===== config.mk =====
export PLATFORM = sky130hd
export DESIGN_NAME = wb_regfile_flat
export DESIGN_NICKNAME = d
export VERILOG_FILES = /design/src/rtl/pipe_pkg.sv /design/src/rtl/wb_regfile_if.sv /design/src/rtl/regfile_2r1w.sv /design/src/rtl/wb_regfile.sv /design/src/flat_wrapper.sv
export SDC_FILE = /design/constraint.sdc
export NUM_CORES = 2
export LEC_CHECK = 0
export CAP_MARGIN = 40
export CORE_ASPECT_RATIO = 1.5
export CORE_MARGIN = 1.5
export CORE_UTILIZATION = 50
export DETAILED_ROUTE_END_ITERATION = 6
export GPL_TIMING_DRIVEN = 0
export HOLD_SLACK_MARGIN = 0.05
export PLACE_DENSITY = 0.79
export SLEW_MARGIN = 5
export SYNTH_ARGS = -nofsm -noshare
export SYNTH_HDL_FRONTEND = slang
export SYNTH_HIERARCHICAL = 1
export SYNTH_SLANG_ARGS = --single-unit

===== constraint.sdc =====
create_clock -name CLK -period 6.75 [get_ports CLK]
set_clock_uncertainty 0.2 [all_clocks]
set_input_delay 1.35 -clock CLK [delete_from_list [all_inputs] [get_ports CLK]]
set_output_delay 1.35 -clock CLK [all_outputs]
set_load 0.05 [all_outputs]

===== src/rtl/pipe_pkg.sv =====
// pipe_pkg -- constants shared by the RV32I pipeline stages.
//   XLEN       datapath width
//   REG_IDX_W  architectural register index width
//   resultSrc_e  write-back result select encodings (2'b11 is reserved; decoders treat it as ALU)
// Build option used by importers: WB_REGFILE_BYPASS_EN (see regfile_2r1w).
package pipe_pkg;

  localparam int XLEN      = 32;
  localparam int REG_IDX_W = 5;

  typedef enum logic [1:0] {
    RES_ALU  = 2'b00,
    RES_MEM  = 2'b01,
    RES_PC4  = 2'b10,
    RES_RSVD = 2'b11
  } resultSrc_e;

endpackage


===== src/rtl/wb_regfile_if.sv =====
// wb_regfile_if -- W-stage inputs, decode read ports and write-back outputs of wb_regfile.
//   master : pipeline side; drives validW, regWriteW, ResultSrcW, aluResultW, readDataW,
//            PC_plus_4W, rdW, rs1D, rs2D; observes rd1D, rd2D, resultW, instretW.
//   slave  : wb_regfile side, directions mirrored.
// rdW is a full 32-bit field; only [4:0] are meaningful.
interface wb_regfile_if #(
  parameter int XLEN  = pipe_pkg::XLEN,
  parameter int CNT_W = 64
);

  logic                 validW;
  logic                 regWriteW;
  logic [1:0]           ResultSrcW;
  logic [XLEN-1:0]      aluResultW;
  logic [XLEN-1:0]      readDataW;
  logic [XLEN-1:0]      PC_plus_4W;
  logic [31:0]          rdW;
  logic [pipe_pkg::REG_IDX_W-1:0] rs1D;
  logic [pipe_pkg::REG_IDX_W-1:0] rs2D;
  logic [XLEN-1:0]      rd1D;
  logic [XLEN-1:0]      rd2D;
  logic [XLEN-1:0]      resultW;
  logic [CNT_W-1:0]     instretW;

  modport master (
    output validW, regWriteW, ResultSrcW, aluResultW, readDataW, PC_plus_4W, rdW, rs1D, rs2D,
    input  rd1D, rd2D, resultW, instretW
  );

  modport slave (
    input  validW, regWriteW, ResultSrcW, aluResultW, readDataW, PC_plus_4W, rdW, rs1D, rs2D,
    output rd1D, rd2D, resultW, instretW
  );

endinterface


===== src/rtl/regfile_2r1w.sv =====
// regfile_2r1w -- architectural register file, two combinational read ports, one write port.
//   CLK, RST_N      clock, asynchronous active-low reset (clears every entry)
//   we, wAddr, wData  write port, committed on the rising edge
//   rAddr1/rData1, rAddr2/rData2  read ports, index 0 always reads 0
// Build option WB_REGFILE_BYPASS_EN: a read matching the in-flight write returns wData
// in the same cycle. Without it, reads show the stored (pre-edge) value.
module regfile_2r1w
  import pipe_pkg::*;
#(
  parameter int XLEN  = pipe_pkg::XLEN,
  parameter int NREGS = 32,
  parameter int IDX_W = REG_IDX_W
) (
  input  logic             CLK,
  input  logic             RST_N,
  input  logic             we,
  input  logic [IDX_W-1:0] wAddr,
  input  logic [XLEN-1:0]  wData,
  input  logic [IDX_W-1:0] rAddr1,
  input  logic [IDX_W-1:0] rAddr2,
  output logic [XLEN-1:0]  rData1,
  output logic [XLEN-1:0]  rData2
);

  logic [XLEN-1:0] mem [NREGS];
  logic            weEff;

  // x0 is enforced here as well so the array never depends on the caller's guard.
  assign weEff = we && (wAddr != '0);

  always_ff @(posedge CLK or negedge RST_N) begin
    if (!RST_N) begin
      for (int i = 0; i < NREGS; i++) mem[i] <= '0;
    end else if (weEff) begin
      mem[wAddr] <= wData;
    end
  end

`ifdef WB_REGFILE_BYPASS_EN
  logic byp1;
  logic byp2;

  // Bypass is suppressed while reset is held so the read ports stay at 0.
  assign byp1 = weEff && RST_N && (rAddr1 == wAddr);
  assign byp2 = weEff && RST_N && (rAddr2 == wAddr);

  assign rData1 = (rAddr1 == '0) ? '0 : (byp1 ? wData : mem[rAddr1]);
  assign rData2 = (rAddr2 == '0) ? '0 : (byp2 ? wData : mem[rAddr2]);
`else
  assign rData1 = (rAddr1 == '0) ? '0 : mem[rAddr1];
  assign rData2 = (rAddr2 == '0) ? '0 : mem[rAddr2];
`endif

endmodule


===== src/rtl/wb_regfile.sv =====
// wb_regfile -- write-back stage and architectural register file of the 5-stage RV32I pipe.
//   CLK, RST_N  pipeline clock, asynchronous active-low reset
//   bus (wb_regfile_if.slave):
//     validW, regWriteW, ResultSrcW, aluResultW, readDataW, PC_plus_4W, rdW  W-stage inputs
//     rs1D, rs2D -> rd1D, rd2D   decode read ports (combinational)
//     resultW                    selected write-back value, also feeds EX forwarding
//     instretW                   retired-instruction count, wraps silently
// Build option WB_REGFILE_BYPASS_EN: same-cycle write-through on the read ports.
module wb_regfile
  import pipe_pkg::*;
#(
  parameter int XLEN  = pipe_pkg::XLEN,
  parameter int NREGS = 32,
  parameter int CNT_W = 64
) (
  input logic        CLK,
  input logic        RST_N,
  wb_regfile_if.slave bus
);

  logic [XLEN-1:0]      resultW;
  logic [REG_IDX_W-1:0] rdIdx;
  logic                 we;
  logic [CNT_W-1:0]     instret;
  logic                 unusedRdHi;

  assign rdIdx      = bus.rdW[REG_IDX_W-1:0];
  assign unusedRdHi = ^bus.rdW[31:REG_IDX_W];

  // Reserved encoding 2'b11 falls through to the ALU result.
  always_comb begin
    resultW = bus.aluResultW;
    case (bus.ResultSrcW)
      RES_MEM: resultW = bus.readDataW;
      RES_PC4: resultW = bus.PC_plus_4W;
      default: resultW = bus.aluResultW;
    endcase
  end

  assign we = bus.validW && bus.regWriteW && (rdIdx != '0);

  regfile_2r1w #(
    .XLEN  (XLEN),
    .NREGS (NREGS),
    .IDX_W (REG_IDX_W)
  ) uRegfile (
    .CLK    (CLK),
    .RST_N  (RST_N),
    .we     (we),
    .wAddr  (rdIdx),
    .wData  (resultW),
    .rAddr1 (bus.rs1D),
    .rAddr2 (bus.rs2D),
    .rData1 (bus.rd1D),
    .rData2 (bus.rd2D)
  );

  // Every valid W-stage instruction retires, whether or not it writes rd.
  always_ff @(posedge CLK or negedge RST_N) begin
    if (!RST_N) begin
      instret <= '0;
    end else if (bus.validW) begin
      instret <= instret + CNT_W'(1);
    end
  end

  assign bus.resultW  = resultW;
  assign bus.instretW = instret;

endmodule


===== src/flat_wrapper.sv =====
// flat-port wrapper written by rule: the top's interface ports become plain ports
module wb_regfile_flat import pipe_pkg::*;
#(
  parameter int XLEN  = pipe_pkg::XLEN,
  parameter int NREGS = 32,
  parameter int CNT_W = 64
)
  (CLK, RST_N, bus_validW, bus_regWriteW, bus_ResultSrcW, bus_aluResultW, bus_readDataW, bus_PC_plus_4W, bus_rdW, bus_rs1D, bus_rs2D, bus_rd1D, bus_rd2D, bus_resultW, bus_instretW);
  wb_regfile_if #(.XLEN(XLEN), .CNT_W(CNT_W)) bus_i ();
  input logic CLK;
  input logic RST_N;
  input wire logic [$bits(bus_i.validW)-1:0] bus_validW;
  input wire logic [$bits(bus_i.regWriteW)-1:0] bus_regWriteW;
  input wire logic [$bits(bus_i.ResultSrcW)-1:0] bus_ResultSrcW;
  input wire logic [$bits(bus_i.aluResultW)-1:0] bus_aluResultW;
  input wire logic [$bits(bus_i.readDataW)-1:0] bus_readDataW;
  input wire logic [$bits(bus_i.PC_plus_4W)-1:0] bus_PC_plus_4W;
  input wire logic [$bits(bus_i.rdW)-1:0] bus_rdW;
  input wire logic [$bits(bus_i.rs1D)-1:0] bus_rs1D;
  input wire logic [$bits(bus_i.rs2D)-1:0] bus_rs2D;
  output wire logic [$bits(bus_i.rd1D)-1:0] bus_rd1D;
  output wire logic [$bits(bus_i.rd2D)-1:0] bus_rd2D;
  output wire logic [$bits(bus_i.resultW)-1:0] bus_resultW;
  output wire logic [$bits(bus_i.instretW)-1:0] bus_instretW;
  assign bus_i.validW = bus_validW;
  assign bus_i.regWriteW = bus_regWriteW;
  assign bus_i.ResultSrcW = bus_ResultSrcW;
  assign bus_i.aluResultW = bus_aluResultW;
  assign bus_i.readDataW = bus_readDataW;
  assign bus_i.PC_plus_4W = bus_PC_plus_4W;
  assign bus_i.rdW = bus_rdW;
  assign bus_i.rs1D = bus_rs1D;
  assign bus_i.rs2D = bus_rs2D;
  assign bus_rd1D = bus_i.rd1D;
  assign bus_rd2D = bus_i.rd2D;
  assign bus_resultW = bus_i.resultW;
  assign bus_instretW = bus_i.instretW;
  wb_regfile #(.XLEN(XLEN), .NREGS(NREGS), .CNT_W(CNT_W)) u_core (.CLK(CLK), .RST_N(RST_N), .bus(bus_i));
endmodule

Yosys cells after proc, flatten, opt, wreduce, memory -nomap -nowiden
Cells that the tools add are included.
Storage, ports and cells
  logic and storage cells: 62
  bits of input ports: 144
  register bits after elaboration: 1088
  output and inout port bits: 160
Operators by class
  eq/ne operators: 2
  reductions and logical operators: 7
  mux-type cells: 12
  $lt $le $gt $ge: 4
  add/subtract/negate cells: 1
  bitwise gates (word level): 3
Operator list (number)
  $bwmux W1024: 1
  $bmux W32 S5: 2
  $mux W32: 7
  $demux W32 S5: 1
  $add A64 B1 Y64 const B: 1
  $pmux W32 S2: 1
  $ge A6 B6 Y1 const B: 3
  $not A5 Y6: 3
  $logic_not A5 Y1: 2
  $lt A6 B1 Y1 const B: 1
  $reduce_bool A5 Y1: 1
  $logic_and A1 B1 Y1: 4
  $eq A2 B1 Y1 const B: 1
  $eq A2 B2 Y1 const B: 1

Depth between registers and ports, before layout
  depth after elaboration: 6
  depth in mapped cells: 8
  depth with buffers taken out: 6

Modules after synthesis
The synthesis kept the hierarchy.
By module, submodules not included
  regfile_2r1w: sequential area each 25624.6 um^2, area an instance 54369.6 um^2, times used 1, cells each 3621
  wb_regfile: sequential area each 1601.5 um^2, area an instance 3662.3 um^2, times used 1, cells each 384

Worst setup path before layout
OpenSTA, ideal clock, no wires.
  path kind: input port to output port
  start point: input port bus_rs1D[0]
  end point: output port bus_rd1D[14]
  path slack: 1488 ps
  data required time: 5200 ps
  stages: 7
  buffers on the path: 4
  arrival time: 3712 ps
  cells stage by stage: buf_2 inv_1 buf_2 buf_2 clkbuf_1 o2111ai_1 a311oi_1
Between the ends
  longest elaborated chain between the ends: 5
  elaborated cells between the ends (all ways): 6
  those cells by class: 4 x mux; 1 x bitwise; 1 x reduce/logical
RTL lines
  from (decl): RTL line flat_wrapper.sv:19  | input wire logic [$bits(bus_i.rs1D)-1:0] bus_rs1D;
  $not A5 Y6 (implied by the code): RTL line regfile_2r1w.sv:50  | assign rData1 = (rAddr1 == '0) ? '0 : mem[rAddr1];
  $bmux W32 S5: RTL line regfile_2r1w.sv:50
  $mux W32 (implied by the code) (2 in series): RTL line regfile_2r1w.sv:50
  $mux W32 *: RTL line regfile_2r1w.sv:50
  to (decl): RTL line flat_wrapper.sv:21  | output wire logic [$bits(bus_i.rd1D)-1:0] bus_rd1D;
Every way passes the cells marked *; elsewhere a longest branch is shown, timed or not. The select of a mux whose other input is x is not followed.

Worst setup path in the final report
  start point: input port bus_rs2D[0]
  end point: output port bus_rd2D[17]
Between the ends
  longest elaborated chain between the ends: 5
  elaborated cells between the ends (all ways): 6
  those cells by class: 4 x mux; 1 x bitwise; 1 x reduce/logical
RTL lines
  from (decl): RTL line flat_wrapper.sv:20  | input wire logic [$bits(bus_i.rs2D)-1:0] bus_rs2D;
  $not A5 Y6 (implied by the code): RTL line regfile_2r1w.sv:51  | assign rData2 = (rAddr2 == '0) ? '0 : mem[rAddr2];
  $bmux W32 S5: RTL line regfile_2r1w.sv:51
  $mux W32 (implied by the code) (2 in series): RTL line regfile_2r1w.sv:51
  $mux W32 *: RTL line regfile_2r1w.sv:51
  to (decl): RTL line flat_wrapper.sv:22  | output wire logic [$bits(bus_i.rd2D)-1:0] bus_rd2D;
Marked as above.

==> flow_metrics.py <==
metrics = {
    "detailed_routing": {
        "post_drt_wl_per_cell_um": 34.6,
        "first_pass_iters": 5,
        "remaining_drc_errors": 0,
        "dr_total_vias": 42300,
        "routed_wl_mm": 211,
        "drt_iter0_markers": 5199,
        "ant_nets": 0,
        "viasPerCell": 6.93,
    },
    "power": {
        "p_leak_nw": 30.3,
        "ir_drop_uv": 261,
        "p_total_mw": 17.7,
        "power_density_mw_per_mm2": 263,
    },
    "timing": {
        "max_freq_mhz": 143,
        "slew_headroom": 0.302,
        "period_needed_ps": 6990,
        "slew_viol_final": 0,
        "setup_ws_ps": -237,
        "hold_viol_final": 0,
        "timing.final.crit_share": 1.04,
        "setup_viol_count_final": 13,
        "worst_slew_pin_slew_ps": 1050,
        "holdWs_ps": 279,
        "rsz0062_at_grt": "no",
    },
    "synth": {
        "yosysTopAreaCellShare": 0.469,
        "synth_cell_types": 48,
        "ys.flop_type": "dfrtp_1",
        "synth_edf_count": 0,
        "async_flop_share": 1.00,
        "synth_area_leaders": "dfrtp_1, mux2_2, mux4_2",
        "netlist_instances": 4005,
        "yosysTopAreaCell": "dfrtp_1",
        "postSynthAreaPerCell_um2": 14.5,
        "synth_seq_cells": 1088,
        "syn_nets": 4152,
        "netlist_area_mm2": 0.0580,
        "ys_seq_area_frac": 0.469,
        "yosys_warnings": 6,
    },
    "min_path": {
        "hp-class": "flop to flop",
    },
    "cts": {
        "clock_latency_ps": 740,
        "cts.path.max_buffers": 3,
        "cts_hold_buf": 0,
        "htree_levels": 3,
        "cts_sinks": 1088,
        "cts_tree": "yes",
        "clk_pin_slew_worst_paths_ps": 60,
        "cts-root-buf": "clkbuf_16",
        "cts_buffers": 108,
    },
    "cells_and_area": {
        "area_growth_pct": 16.0,
        "nNetsFinal": 4619,
        "post-route-util": 0.587,
        "fillCellCount": 8820,
        "drive_above_1_share": 0.446,
    },
    "run": {
        "drv_cap": 0,
    },
    "floorplan": {
        "die_width_um": 281,
        "start_util": 0.506,
        "die_h_um": 420,
        "ioPinCount": 304,
        "rows": 152,
        "core-area_mm2": 0.115,
        "die-area_mm2": 0.118,
    },
    "global_route": {
        "grt_max_degree": 177,
        "antenna_found_initial": 9,
        "overflow": 0,
        "grt_first_pass_wirelength_mm": 304,
        "grtUsageTotal": 0.365,
        "grt_pass1_vias": 43800,
    },
    "setup_path": {
        "crit_type": "input pin to primary output",
        "endpoint_kind": "primary output",
        "required_ps": 5200,
        "crit_path_start_kind": "input pin",
        "cp_data_arrival_time_ps": 5440,
        "rrSetupSlack_ps": 4270,
        "worst-path-max-fanout": 10,
    },
    "placement": {
        "gp_congestion": 1.03,
        "portBuffers": 268,
        "place_ws_ps": -744,
        "dp.final_hpwl_mm": 150,
    },
    "outcome": {
        "violations": "negative setup slack",
        "status": "complete, but fails checks",
    },
}
-- final timing paths --
kind / from / to / cells past startpoint
worst max-delay path: bus_rs2D[0] / bus_rd2D[17] / 9
worst min-delay path: u_core/uRegfile/mem[1012] / u_core/uRegfile/mem[1012] / 1
max in group asynchronous: RST_N / u_core/uRegfile/mem[903] / 4
worst min register to register: u_core/uRegfile/mem[1012] / u_core/uRegfile/mem[1012] / 1
min in group asynchronous: RST_N / u_core/uRegfile/mem[154] / 1
worst max register to register: u_core/bus.instretW[4] / u_core/bus.instretW[53] / 6
-- stage by stage --
stage,area [um2],TNS (ps),cells
finish,67300,-1170,6103
global route,67300,0,6099
CTS,67100,0,6073
detailed placement,63400,-17570,5878
global placement,62600,-,5813
floorplan,58000,0,4005
-- metal layers --
metal,vias up,share of wire,track usage
li1,16300,-,-
met1,22100,0.33,0.410
met2,2940,0.45,0.561
met3,974,0.11,0.129
met4,6,0.11,0.301
met5,-,0.00018,0.000841
-- sequential cells by signal, summed over array words and instances (netlist names) --
signal	cells
u_core/uRegfile/mem	1024
u_core/bus.instretW	64
-- repair_timing --
action                     4_1_cts  5_1_grt
gates resized for setup         33       29
buffers inserted                 0        0
setup endpoints to repair       60       27
-- placed cells by master (no fill, tap or decap), types with 10 or more instances in the layout --
cell type	Yosys	final
a211oi_1	64	63
a221oi_1	46	46
a22oi_1	96	96
a311oi_1	64	45
a311oi_2	0	19
buf_2	171	192
buf_4	34	74
buf_6	2	14
clkbuf_1	236	241
clkbuf_16	0	112
clkbuf_2	1	17
clkbuf_8	0	23
clkdlybuf4s50_1	0	252
clkinv_2	0	22
dfrtp_1	1088	1088
dlygate4sd2_1	0	10
inv_1	12	12
mux2_1	10	10
mux2_2	1047	1047
mux2i_1	128	128
mux4_2	448	448
nand2_1	107	107
nand3_1	14	14
nand4_1	19	19
nor2_1	45	45
nor2b_1	71	70
nor3_1	14	13
o2111ai_1	18	18
o21ai_0	133	109
o21ai_1	9	33
xnor2_1	21	21
xor2_1	42	42
-- cells by family (layout without fill, tap and decap cells) --
kind of cell | Yosys count | in the layout | share of synthesized area
AND/OR/NAND/NOR | 327 | 327 | 0.0312
multiplexers | 1633 | 1633 | 0.401
adder cells (fa/ha/maj) | 3 | 3 | 0.000647
other | 0 | 5 | 0
XOR/XNOR | 63 | 63 | 0.00951
buffers and inverters | 460 | 1013 | 0.0360
flip-flops | 1088 | 1088 | 0.469
AO/OA/AOI/OAI | 431 | 431 | 0.0524
-- power breakdown --
group / internal [mW] / switching (mW) / total (mW)
combinational: 1.62 / 1.97 / 3.58
sequential: 7.25 / 0.584 / 7.83
clock: 3.59 / 2.69 / 6.27
-- synth_stat cells (4+ instances only) --
cell / n
dfrtp_1: 1088
o21ai_0: 133
buf_4: 34
nor3_1: 14
nor4_2: 5
a221oi_1: 46
nor3_2: 6
a22oi_1: 96
nand3_1: 14
buf_2: 171
o21ai_1: 9
mux4_2: 448
and3_1: 5
nand2b_1: 5
or3_1: 4
nand2_1: 107
clkbuf_1: 236
nor2_1: 45
mux2_2: 1047
o2111ai_1: 18
a211oi_1: 64
nor4_1: 5
xnor2_1: 21
inv_1: 12
mux2_1: 10
nor2b_1: 71
xor2_1: 42
mux2i_1: 128
a311oi_1: 64
nand4_1: 19
-- worst max-delay path, cell delays in order --
cell and delay (ps):
buf_2 200, inv_1 190, buf_2 450, clkbuf_4 550, clkbuf_2 460, o2111ai_1 370
buf_4 310, a311oi_2 550, clkdlybuf4s50_1 940
-- area by class of cell --
cell class | count | area (um2) | share of cell area
sequential | 1088 | 27200 | 0.404
antenna | 5 | 12.5 | 0.000186
multi-input combinational | 2457 | 28800 | 0.428
clock buffer | 157 | 3200 | 0.0476
clock inverter | 39 | 447 | 0.00663
timing repair buffer | 358 | 3560 | 0.0528
inverter | 12 | 45.0 | 0.000669
buffer | 447 | 2060 | 0.0307
tap | 1540 | 1930 | 0.0286
(Power assumes the default switching activity.)
